## src/rtl/centroid_frame_ctrl_pkg.sv

```systemverilog
// Shared state type and sizing helpers for the centroid frame sequencer.
package centroid_pkg;
    typedef enum logic [2:0] {IDLE, FLUSH, STREAM, DRAIN, REPORT} state_t;

    localparam int IMG_W_DEF = 640;
    localparam int IMG_H_DEF = 480;
    localparam int FRAME_PIX = IMG_W_DEF * IMG_H_DEF;
    localparam int CX_W      = $clog2(IMG_W_DEF) + 1;
    localparam int PIXCNT_W  = $clog2(FRAME_PIX) + 1;

    function automatic int cx_width(input int img_w);
        return $clog2(img_w) + 1;
    endfunction

    function automatic int pixcnt_width(input int img_w, input int img_h);
        return $clog2(img_w * img_h) + 1;
    endfunction
endpackage

```

## src/rtl/centroid_frame_ctrl_lost_hysteresis.sv

```systemverilog
// Saturating count of consecutive bad frames; flags track loss at the limit.
module lost_hysteresis #(
    parameter int LOST_LIMIT = 3
) (
    input  logic clk,
    input  logic rst,
    input  logic update,
    input  logic bad,
    output logic track_lost
);
    localparam int CW = $clog2(LOST_LIMIT + 1);
    localparam logic [CW-1:0] LIMIT = CW'(LOST_LIMIT);

    logic [CW-1:0] lost_cnt;
    logic [CW-1:0] cnt_next;

    // NOTE: give every always_comb output a default first so no path infers a latch.
    always_comb begin
        cnt_next = lost_cnt;
        if (!bad)
            cnt_next = '0;
        else if (lost_cnt != LIMIT)
            cnt_next = lost_cnt + 1'b1;
    end

    always_ff @(posedge clk) begin
        if (!rst) begin
            lost_cnt   <= '0;
            track_lost <= 1'b0;
        end else if (update) begin
            lost_cnt   <= cnt_next;
            track_lost <= (cnt_next == LIMIT);
        end
    end
endmodule

```

## src/rtl/centroid_frame_ctrl.sv

```systemverilog
// Frame sequencer: flush, admit one frame of pixels, await the centroid with a
// timeout, then publish one hysteresis-filtered result per frame.
module centroid_frame_ctrl
    import centroid_pkg::*;
#(
    parameter int IMG_W       = 640,
    parameter int IMG_H       = 480,
    parameter int FLUSH_CYC   = 4,
    parameter int TIMEOUT_CYC = 4096,
    parameter int LOST_LIMIT  = 3
) (
    input  logic                   clk,
    input  logic                   rst,
    input  logic                   start,
    input  logic                   continuous,
    input  logic                   src_valid,
    input  logic [11:0]            src_data,
    output logic                   src_ready,
    output logic [11:0]            pipe_data,
    output logic                   pipe_valid,
    output logic                   pipe_flush,
    input  logic [$clog2(IMG_W):0] cen_x,
    input  logic                   cen_valid,
    input  logic                   cen_lost,
    output logic [$clog2(IMG_W):0] result_x,
    output logic                   result_valid,
    output logic                   track_lost,
    output logic                   timeout_err,
    output logic                   busy,
    output logic [15:0]            frame_cnt
);
    localparam int XW      = cx_width(IMG_W);
    localparam int PCW     = pixcnt_width(IMG_W, IMG_H);
    localparam int FLW     = $clog2(FLUSH_CYC + 1);
    localparam int TOW     = $clog2(TIMEOUT_CYC + 1);
    localparam logic [PCW-1:0] FRAME_LAST = PCW'(IMG_W * IMG_H);
    localparam logic [FLW-1:0] FL_LAST    = FLW'(FLUSH_CYC - 1);
    localparam logic [TOW-1:0] TO_LAST    = TOW'(TIMEOUT_CYC - 1);

    state_t         state;
    logic [PCW-1:0] pix_cnt;
    logic [FLW-1:0] flush_cnt;
    logic [TOW-1:0] drain_cnt;
    logic [XW-1:0]  cap_x;
    logic           cap_lost;
    logic           got;

    logic xfer, sample_cen, frame_done, frame_bad;

    assign src_ready  = (state == STREAM) && (pix_cnt < FRAME_LAST);
    assign busy       = (state != IDLE);
    assign xfer       = src_valid & src_ready;
    // Centroid values seen before the frame streams belong to the previous frame.
    assign sample_cen = cen_valid && ((state == STREAM) || (state == DRAIN));
    assign frame_done = (state == DRAIN) && (got || (drain_cnt == TO_LAST));
    assign frame_bad  = !got || cap_lost;

    // NOTE: sequential state uses non-blocking assignments so every register
    // samples pre-edge values regardless of statement order.
    always_ff @(posedge clk) begin
        if (!rst) begin
            state        <= IDLE;
            pix_cnt      <= '0;
            flush_cnt    <= '0;
            drain_cnt    <= '0;
            cap_x        <= '0;
            cap_lost     <= 1'b0;
            got          <= 1'b0;
            pipe_data    <= '0;
            pipe_valid   <= 1'b0;
            pipe_flush   <= 1'b0;
            result_x     <= '0;
            result_valid <= 1'b0;
            timeout_err  <= 1'b0;
            frame_cnt    <= '0;
        end else begin
            pipe_valid   <= xfer;
            result_valid <= 1'b0;
            if (xfer)
                pipe_data <= src_data;
            if (sample_cen) begin
                cap_x    <= cen_x;
                cap_lost <= cen_lost;
                got      <= 1'b1;
            end

            case (state)
                IDLE: begin
                    if (start || continuous) begin
                        state      <= FLUSH;
                        pipe_flush <= 1'b1;
                        flush_cnt  <= '0;
                        if (start)
                            timeout_err <= 1'b0;
                    end
                end
                FLUSH: begin
                    pix_cnt  <= '0;
                    got      <= 1'b0;
                    cap_lost <= 1'b0;
                    if (flush_cnt == FL_LAST) begin
                        state      <= STREAM;
                        pipe_flush <= 1'b0;
                    end else begin
                        flush_cnt <= flush_cnt + 1'b1;
                    end
                end
                STREAM: begin
                    if (xfer)
                        pix_cnt <= pix_cnt + 1'b1;
                    if (pix_cnt == FRAME_LAST) begin
                        state     <= DRAIN;
                        drain_cnt <= '0;
                    end
                end
                DRAIN: begin
                    if (frame_done) begin
                        state        <= REPORT;
                        result_valid <= 1'b1;
                        frame_cnt    <= frame_cnt + 16'd1;
                        if (!frame_bad)
                            result_x <= cap_x;
                        if (!got)
                            timeout_err <= 1'b1;
                    end else begin
                        drain_cnt <= drain_cnt + 1'b1;
                    end
                end
                REPORT: begin
                    if (continuous) begin
                        state      <= FLUSH;
                        pipe_flush <= 1'b1;
                        flush_cnt  <= '0;
                    end else begin
                        state <= IDLE;
                    end
                end
                default: state <= IDLE;
            endcase
        end
    end

    lost_hysteresis #(
        .LOST_LIMIT(LOST_LIMIT)
    ) u_lost_hysteresis (
        .clk       (clk),
        .rst       (rst),
        .update    (frame_done),
        .bad       (frame_bad),
        .track_lost(track_lost)
    );
endmodule

```

## config.mk

```make
export PLATFORM = sky130hd
export DESIGN_NAME = centroid_frame_ctrl
export DESIGN_NICKNAME = d
export VERILOG_FILES = /design/src/rtl/centroid_frame_ctrl_pkg.sv /design/src/rtl/centroid_frame_ctrl_lost_hysteresis.sv /design/src/rtl/centroid_frame_ctrl.sv
export SDC_FILE = /design/constraint.sdc
export NUM_CORES = 1
export LEC_CHECK = 0
export CAP_MARGIN = 15
export CORE_MARGIN = 2
export CORE_UTILIZATION = 35
export DETAILED_ROUTE_END_ITERATION = 10
export DONT_BUFFER_PORTS = 1
export GPL_ROUTABILITY_DRIVEN = 0
export HOLD_SLACK_MARGIN = 0.02
export PLACE_DENSITY_LB_ADDON = 0.08
export SETUP_SLACK_MARGIN = 0.3
export SLEW_MARGIN = 20
export SYNTH_ARGS = -nofsm -noshare
export SYNTH_HDL_FRONTEND = slang
export SYNTH_HIERARCHICAL = 1
export SYNTH_SLANG_ARGS = --single-unit
export TNS_END_PERCENT = 1
```

## constraint.sdc

```tcl
create_clock -name clk -period 2.9 [get_ports clk]
set_input_delay 0.725 -clock clk [delete_from_list [all_inputs] [get_ports clk]]
set_output_delay 0.725 -clock clk [all_outputs]
set_load 0.1 [all_outputs]
```

==> results of run 1 <==
[repair_timing]
action | CTS | global route
resized for setup | 0 | 3
setup endpoints to repair | 0 | 1
endpoints found under the hold margin | 0 | 0
[cells by family after synthesis]
| group | Yosys count | synth area share [%] |
|---|---|---|
| and+or+nand+nor | 256 | 29.7 |
| AOI/OAI and AO/OA | 103 | 14.0 |
| DFF | 98 | 44.3 |
| buffers and inverters | 38 | 3.90 |
| xor gates and xnor gates | 16 | 3.17 |
| muxes | 14 | 3.17 |
| adders and majority gates | 6 | 1.70 |
[where the power goes]
part | internal (W) | switching [W]
clock | 0.000766 | 0.000555
sequential | 0.00137 | 0.0000436
combinational | 0.0000670 | 0.000174
[sequential cells by signal (all words and copies together), names as in the netlist, 2 cells and up]
register	count
u_lost_hysteresis/lost_cnt	2
drain_cnt	13
pix_cnt	20
flush_cnt	3
pipe_data	12
result_x	11
frame_cnt	16
state	3
cap_x	11
[through the flow]
step	cell area [um2]	hold WS, ns	setup slack, ns	instances	util [%]
after floorplan	4430	0.431	0.490	531	-
after global placement	4850	0.443	0.735	721	38.9
after detailed placement	4850	0.452	0.684	721	38.9
after CTS	5180	0.460	0.305	737	41.5
after global routing	5190	0.486	0.329	737	41.6
final	5190	0.455	0.455	737	41.6
[path summary, 6_finish.rpt]
kind | start | to | slack [ns] | cells after the start
setup reg to reg | drain_cnt[0]$_SDFFE_PN0P_ | u_lost_hysteresis/lost_cnt[1]$_SDFFE_PN0P_ | 0.70 | 8
setup / recovery | state[0]$_SDFFE_PN0P_ | src_ready | 0.46 | 4
hold reg to reg | cap_x[1]$_SDFFE_PN0P_ | cap_x[1]$_SDFFE_PN0P_ | 0.45 | 2
hold / removal | cap_x[1]$_SDFFE_PN0P_ | cap_x[1]$_SDFFE_PN0P_ | 0.45 | 2
[worst max-delay path, stage by stage (launching register included)]
cell and delay [ns]:
dfxtp_1 0.44, nor3b_4 0.30, o21ai_1 0.22, nor2_2 0.17, buf_6 0.23
[cell type report]
type	instances	area, um2
multi-input cells	395	2300
fillers	1274	7280
flip-flops and latches	98	1960
clock inverters	7	100
well taps	172	215
inverters	14	52.6
repair buffers	42	332
clock buffers	9	225
[metal layers]
metal | vias to the layer above | wire (um) | share of wire, %
met3 | 12 | 707 | 6.6
met1 | 1769 | 4950 | 46
met5 | - | 0 | 0
li1 | 1938 | - | -
met2 | 98 | 4850 | 45
met4 | 0 | 197 | 1.8
[cells in the final DEF (no fill, tap or decap), types with 9 or more instances in the layout]
master,netlist,layout
dfxtp_1,98,97
nand2_1,89,89
a21oi_1,51,51
o21ai_0,18,18
nor2_1,51,50
nand3_1,19,19
clkbuf_16,0,9
or3_1,16,16
buf_4,1,40
inv_1,14,13
nor3_1,12,12
mux2i_1,14,14
nand4_1,16,16
nor4_1,9,9
xnor2_1,14,14
==> results.yml, run 1 <==
synth:
  synthTopCellsByArea: "dfxtp_1 (44%), nand2_1 (7.5%), a21oi_1 (5.8%)"
  synthTopCellsByCount: "dfxtp_1 (98), nand2_1 (89), a21oi_1 (51), nor2_1 (51), nand3_1 (19)"
  async_reset_ff_share_pct: 0
  yosysWarnings: 6
  synth_top_area_share_pct: 44.3
  synth-seq-cells: 98
  synth_most_common_cell: "dfxtp_1"
  syn_area_per_cell_um2: 8.33
  synth_edf_count: 0
  syn-num-nets: 567
  syn_area_um2: 4430
  yosysUniqueCellTypes: 61
  syn_inst: 531
  synth_top_cell_by_area: "dfxtp_1"
  synth-main-ff-cell: "dfxtp_1"
  seq_area_frac_synth_pct: 44.3
sta:
  slew_headroom_pct: 34.5
  clock.fmax_mhz: 409
  hold_violations: 0
  rsz0062_at_grt: "false"
  tightest_slew_ns: 0.981
  finalSetupTns_ns: 0
  fin_crit_sh_pct: 84.3
  layout_min_cycle_time_ns: 2.44
  worst_clock_skew_ns: 0.00873
  setup_viol: 0
  drv_slew: 0
clocking:
  clk_latency_ns: 0.35
  clk_pin_slew_worst_paths_ns: 0.07
  cts_tree: "done"
  ctsRootBufferMaster: "clkbuf_16"
  cts.sinks: 98
  cts_setup_buffers: 0
  cts_buffers: 9
  clockBufferDepth: 2
  htree_levels: 3
  holdBufCountCts: 0
outcome:
  status: "complete, no violations"
routing:
  wirelength_um: 10700
  vias: 3817
  routedWlPerCell_um: 14.5
  routed_via_density: 5.18
  drtPass1Iterations: 4
  drt_iter0_markers: 209
  ant_nets: 0
  drc_errors: 0
worst_setup_path:
  critPathRequiredTime_ns: 2.17
  cp-end-kind: "output port"
  worstPathMaxFanout: 13
  cp-start-kind: "register"
  critPathArrivalTime_ns: 1.72
  worstSetupPathType: "register to output port"
place:
  dpl.hpwl_um: 7550
  port_buffers: 0
hold_path:
  hp-class: "register to register"
cells_and_area:
  nNetsFinal: 596
  drive_above_1_share_pct: 14.3
  areaGrowthSynthToFinish_pct: 17.2
  diodes: 0
die:
  fp-row-count: 41
  die_area_um2: 13600
  io_pins: 76
  core_region_area_um2: 12500
  floorplan.initialDensity_pct: 35.5
  die_w_um: 116
  die_h_um: 116
grt:
  grt_pass1_vias: 3619
  grt_overflow: 0
  busiest_layer: "met2"
  gr-usage-met2_pct: 26.3
  use_met1_pct: 20.8
  antenna_found_initial: 0
  use_met3_pct: 4.62
  grt_pass1_wl_um: 17500
  grt_max_degree: 44
  grtUsageTotal_pct: 16.4
power:
  irDropWorstVdd_uv: 222
  p_leak_nw: 1.72
  powerDensity_nw_per_um2: 573
  fin_total_pwr_w: 0.00297
job:
  drv_cap: 0
Power figures use the tool's default switching activity.
==> run 2: changes to the inputs <==
==> constraint.sdc (replaced) <==
create_clock -name clk -period 2.08 [get_ports clk]
set_input_delay 0.52 -clock clk [delete_from_list [all_inputs] [get_ports clk]]
set_output_delay 0.52 -clock clk [all_outputs]
set_load 0.1 [all_outputs]
==> run 2 against run 1 <==
  * Worst hold slack worse by 0.17 ns
  * Final cell count rose by 5.4%
  * Combinational power is 83% higher
  * Die area is the same
  * Total power up 34%
  * Non-clock buffer count up 40
==> results.yml, run 2 (synthesis gave the netlist of run 1 again) <==
place:
  port_buffers: 0
  dpl_worst_slack_ns: 0.155
  dpl.hpwl_um: 7780
  dp_cells: 746
cells_and_area:
  most-common-layout-cells: "nand2_1 (89), buf_4 (79), dfxtp_1 (76)"
  finish.utilization_pct: 44.8
  largest_reg_flops: 20
  areaGrowthSynthToFinish_pct: 26.1
  final_cells: 777
  regMostFlops: "pix_cnt"
  reg_top3: "pix_cnt: 20 flops, frame_cnt: 16 flops, drain_cnt: 13 flops"
  nNetsFinal: 636
  drive_above_1_share_pct: 25.3
  num-fill-cells: 1251
  diodes: 0
  layout_commonest_cell: "nand2_1"
worst_setup_path:
  cp-start-kind: "register"
  critPathArrivalTime_ns: 1.46
  worstSetupPathType: "register to output port"
  cp-end-kind: "output port"
  worstPathMaxFanout: 2
  critPathRequiredTime_ns: 1.56
outcome:
  status: "complete, no violations"
clocking:
  cts.sinks: 98
  cts_tree: "done"
  cts_buffers: 9
  holdBufCountCts: 0
  clk_latency_ns: 0.36
  ctsRootBufferMaster: "clkbuf_16"
  htree_levels: 3
  clockBufferDepth: 2
  clk_pin_slew_worst_paths_ns: 0.07
sta:
  worst_clock_skew_ns: 0.00936
  slew_headroom_pct: 56.5
  layout_min_cycle_time_ns: 1.98
  hold_violations: 0
  clock.fmax_mhz: 505
  tightest_slew_ns: 0.647
  setup_viol: 0
  fin_crit_sh_pct: 95.2
  rsz0062_at_grt: "true"
  finalSetupTns_ns: 0
  drv_slew: 0
  finalWorstSetupSlack_ns: 0.0996
power:
  comb_power_share_pct: 11.1
  irDropWorstVdd_uv: 347
  p_leak_nw: 1.94
  power_frac_seq_pct: 48.5
  p_sw_share_pct: 27.2
  net-switching-power_w: 0.00108
  p_int_w: 0.00289
  powerDensity_nw_per_um2: 712
  pwr-share-clk_pct: 40.5
  fin_total_pwr_w: 0.00398
grt:
  grt_pass1_vias: 3773
  grt_max_degree: 36
  grtUsageTotal_pct: 17.1
  antenna_found_initial: 0
  grt_overflow: 0
  grt_pass1_wl_um: 18200
routing:
  wirelength_um: 11300
  vias: 3931
  drt_iter0_markers: 187
  drc_errors: 0
  routedWlPerCell_um: 14.5
  drtPass1Iterations: 4
  ant_nets: 0
  routed_via_density: 5.06
die:
  floorplan.initialDensity_pct: 35.5
  fp-row-count: 41
  io_pins: 76
  die_area_um2: 13600
  core_region_area_um2: 12500
  die_h_um: 116
  die_w_um: 116
job:
  drv_cap: 0
hold_path:
  hp-class: "primary input to register"
[run 2: cell types whose count changed in the layout (fill, tap and decap cells not counted), moves of 2 or more]
| cell | change |
|---|---|
| buf_4 | +39 |
| dfxtp_1 | -21 |
| dfxtp_2 | +20 |
| a21oi_1 | -3 |
| a21oi_2 | +3 |
| buf_12 | +2 |
| bufinv_16 | -2 |
| inv_6 | -2 |
| nand3_1 | -2 |
| nand3_2 | +2 |
[run 2: repair_timing]
item | 4_1_cts | 5_1_grt
gates resized for setup | 9 | 12
endpoints found under the setup margin | 40 | 53
pin swaps | 6 | 5
setup buffers | 9 | 6
[run 2: routing by layer]
layer	global-route usage, %	vias to the layer above	wire, um
met3	4.72	15	729
met1	21.1	1817	5120
met2	28.1	86	5220
li1	-	2013	-
met4	7.30	0	217
met5	0	-	0
[run 2: through the flow]
step                hold slack, ns  cell area [um2]
finish                       0.287             5580
global route                 0.278             5580
CTS                          0.275             5490
detailed placement           0.449             5110
global placement             0.442             5110
floorplan                    0.431             4480
[run 2: cell type report]
type | instances | area (um2) | share of cell area, %
multi-input cells | 395 | 2390 | 42.8
flip-flops and latches | 98 | 1990 | 35.7
repair buffers | 82 | 653 | 11.7
clock buffers | 11 | 243 | 4.35
well taps | 172 | 215 | 3.86
inverters | 14 | 52.6 | 0.941
clock inverters | 5 | 38.8 | 0.695
[run 2: worst max-delay path: stages (launching register included)]
cell,delay (ns)
dfxtp_2,0.32
or2_4,0.25
a21o_4,0.22
nor2_4,0.13
buf_12,0.18
[run 2: final timing paths]
kind / from / end / slack, ns / cells past startpoint
setup / recovery: pix_cnt[17]$_SDFFE_PN0P_ / src_ready / 0.1 / 4
hold / removal: rst / frame_cnt[14]$_SDFFE_PN0P_ / 0.29 / 1
setup reg to reg: drain_cnt[1]$_SDFFE_PN0P_ / frame_cnt[13]$_SDFFE_PN0P_ / 0.19 / 7
hold reg to reg: cap_x[1]$_SDFFE_PN0P_ / cap_x[1]$_SDFFE_PN0P_ / 0.46 / 2
[run 2: power by group through the flow]
stage,Clock [W],Sequential (W),Combinational (W)
final,0.00161,0.00193,0.000440
after floorplan,0,0.00204,0.000238
after global routing,0.00173,0.00193,0.000475
after global placement,0,0.00197,0.000409
after CTS,0.00166,0.00193,0.000438
after detailed placement,0,0.00197,0.000412
==> run 3: changes to the inputs <==
--- a/config.mk
+++ b/config.mk
@@ -7,16 +7,16 @@
 export LEC_CHECK = 0
 export CAP_MARGIN = 15
 export CORE_MARGIN = 2
-export CORE_UTILIZATION = 35
+export CORE_UTILIZATION = 55
 export DETAILED_ROUTE_END_ITERATION = 10
 export DONT_BUFFER_PORTS = 1
 export GPL_ROUTABILITY_DRIVEN = 0
+export GPL_TIMING_DRIVEN = 0
 export HOLD_SLACK_MARGIN = 0.02
 export PLACE_DENSITY_LB_ADDON = 0.08
 export SETUP_SLACK_MARGIN = 0.3
 export SLEW_MARGIN = 20
 export SYNTH_ARGS = -nofsm -noshare
 export SYNTH_HDL_FRONTEND = slang
-export SYNTH_HIERARCHICAL = 1
 export SYNTH_SLANG_ARGS = --single-unit
 export TNS_END_PERCENT = 1
==> run 3 against run 2 <==
  * The flow now finishes with violations (setup timing)
  * Utilization up 22 points
  * Final cell count down 14%
  * Count of clock-buffer cells in the layout down 2
  * Critical endpoint unchanged
  * Combinational power up 120%
  * Worst hold slack worse by 0.030 ns
  * Via count unchanged
  * Maximum frequency down 8.2%
==> results.yml, run 3 <==
worst_setup_path:
  reg2reg_from: "state[2]$_SDFFE_PN0P_"
  path_buf_inv: 0
  cp-start-kind: "register"
  reg2reg_to: "pix_cnt[15]$_SDFFE_PN0P_"
  worstPathMaxFanout: 5
  slowest_stage: "nor2_4"
  critPathMaxStageDelay_ns: 0.54
  ff2ff_setup_slack_ns: 0
  cp-end-kind: "output port"
  worstSetupPathType: "register to output port"
  critPathRequiredTime_ns: 1.56
  cpLargestDelayFamily: "simple AND/OR/NAND/NOR gates"
  critPathArrivalTime_ns: 1.64
  crit_chain: "o21ai_2, o211ai_1, nor2_4"
  r2r_cells: 8
die:
  die_area_um2: 8700
  die_w_um: 93.3
  fp-row-count: 32
  io_pins: 76
  floorplan.initialDensity_pct: 56.7
  die_h_um: 93.3
  core_region_area_um2: 7730
sta:
  rsz0062_at_grt: "true"
  slew_headroom_pct: 59.3
  clock.fmax_mhz: 464
  holdWs_ns: 0.258
  drv_slew: 0
  tightest_slew_ns: 0.609
  setup_viol: 2
  hold_violations: 0
  finalSetupTns_ns: -0.0771
  worst_clock_skew_ns: 0.0157
  layout_min_cycle_time_ns: 2.16
  fin_crit_sh_pct: 104
  finalWorstSetupSlack_ns: -0.0764
routing:
  drt_iter0_markers: 150
  wirelength_um: 10900
  ant_nets: 0
  routedWlPerCell_um: 16.4
  drtPass1Iterations: 4
  drc_errors: 0
  vias: 3931
  routed_via_density: 5.88
clocking:
  holdBufCountCts: 0
  clockBufferDepth: 2
  cts_tree: "done"
  cts.sinks: 98
  ctsRootBufferMaster: "clkbuf_8"
  clk_pin_slew_worst_paths_ns: 0.12
  htree_levels: 3
  cts_buffers: 9
  clk_latency_ns: 0.37
hold_path:
  holdPathStages: 2
  hold_path_startpoint: "src_data[0]"
  whs_endpoint: "pipe_data[0]$_SDFFE_PN0P_"
  hp-class: "primary input to register"
cells_and_area:
  areaGrowthSynthToFinish_pct: 17.4
  finalInstanceArea_um2: 5150
  most-common-layout-cells: "nand2_1 (108), a21oi_1 (58), dfxtp_2 (49)"
  largest_reg_flops: 20
  reg_top3: "pix_cnt: 20 flops, frame_cnt: 16 flops, drain_cnt: 13 flops"
  layout_commonest_cell: "nand2_1"
  num-fill-cells: 648
  drive_above_1_share_pct: 25.3
  nNetsFinal: 597
  regMostFlops: "pix_cnt"
  diodes: 0
outcome:
  status: "finished, violations left"
  violations: "setup timing"
grt:
  grt_pass1_vias: 3571
  grt_pass1_wl_um: 17200
  grt_max_degree: 21
  antenna_found_initial: 0
  grtUsageTotal_pct: 24.9
  grt_overflow: 0
synth:
  synthTopCellsByArea: "dfxtp_1 (45%), nand2_1 (9.6%), a21oi_1 (7.2%)"
  synth_most_common_cell: "nand2_1"
  synthTopCellsByCount: "nand2_1 (112), dfxtp_1 (98), a21oi_1 (63)"
  syn-num-nets: 576
  synth_edf_count: 0
  synth_top_cell_by_area: "dfxtp_1"
  syn_area_um2: 4380
  synth_top_area_share_pct: 44.7
  synth-main-ff-cell: "dfxtp_1"
  async_reset_ff_share_pct: 0
  yosysWarnings: 0
  syn_area_per_cell_um2: 8.12
  seq_area_frac_synth_pct: 44.7
  yosysUniqueCellTypes: 57
  synth-seq-cells: 98
  syn_inst: 540
job:
  drv_cap: 0
power:
  irDropWorstVdd_uv: 772
  p_leak_nw: 1.72
  powerDensity_nw_per_um2: 859
place:
  dpl_worst_slack_ns: 0.0232
  dpl.hpwl_um: 7420
  dpl_cell_area_um2: 4540
  port_buffers: 0
==> run 3: layout make-up <==
class / instances / area, um2 / share of cell area [%]
clock inverter: 7 / 81.3 / 1.58
buffer: 28 / 194 / 3.77
clock buffer: 9 / 124 / 2.41
tap: 102 / 128 / 2.48
timing repair buffer: 10 / 90.1 / 1.75
multi-input combinational: 401 / 2410 / 46.8
sequential: 98 / 2070 / 40.3
inverter: 13 / 51.3 / 0.997
==> run 3: power breakdown <==
group	switching, W	total (W)	internal [W]
clock network	0.000772	0.00125	0.000481
registers	0.000260	0.00221	0.00195
logic	0.000652	0.000959	0.000307
total	0.00168	0.00442	0.00274
==> run 3: what timing repair did <==
action	CTS	global route
hold endpoints to repair	0	0
pin swaps	31	20
buffers inserted	7	3
resized for setup	88	42
setup endpoints to repair	106	83
==> run 3: worst reg2reg max path: cells and delay by family (launching register included) <==
kind	cells	cell delay, ns
AO/OA/AOI/OAI	1	0.14
buffers and inverters	3	0.36
flip-flops	1	0.34
AND/OR/NAND/NOR	4	1.18
==> run 3: how the worst max path moves through the flow <==
| stage | startpoint | cells past startpoint | endpoint | slack (ns) |
|---|---|---|---|---|
| 6_report | pix_cnt[16]$_SDFFE_PN0P_ | 3 | src_ready | -0.08 |
| 5_1_grt | pix_cnt[19]$_SDFFE_PN0P_ | 3 | src_ready | -0.16 |
| 4_1_cts | pix_cnt[12]$_SDFFE_PN0P_ | 3 | src_ready | -0.12 |
| 3_5_place_dp | drain_cnt[0]$_SDFFE_PN0P_ | 8 | frame_cnt[15]$_SDFFE_PN0P_ | 0.02 |
| 3_3_place_gp | pix_cnt[15]$_SDFFE_PN0P_ | 3 | src_ready | 0.06 |
| 2_1_floorplan | drain_cnt[0]$_SDFFE_PN0P_ | 8 | frame_cnt[15]$_SDFFE_PN0P_ | 0.28 |
==> run 3: cell families after synthesis <==
family / count (synthesis) / synth area share [%]
xor+xnor: 16 / 3.20
buf+inv: 41 / 4.34
fa+ha+maj: 6 / 1.71
flops: 98 / 44.7
compound gates: 113 / 15.2
simple gates: 263 / 30.1
mux: 3 / 0.685
==> run 3: layer usage <==
metal | GRT usage (%) | part of all wire (%)
met5 | 0 | 0
met4 | 6.99 | 0.97
met2 | 40.5 | 48
met1 | 32.0 | 45
met3 | 7.49 | 6.8
==> run 3: through the flow <==
step / power [W] / instances / utilization [%]
floorplan: 0.00285 / 540 / -
global placement: 0.00301 / 642 / 58.8
detailed placement: 0.00302 / 642 / 58.8
CTS: 0.00434 / 665 / 64.9
global route: 0.00460 / 668 / 66.6
finish: 0.00442 / 668 / 66.6
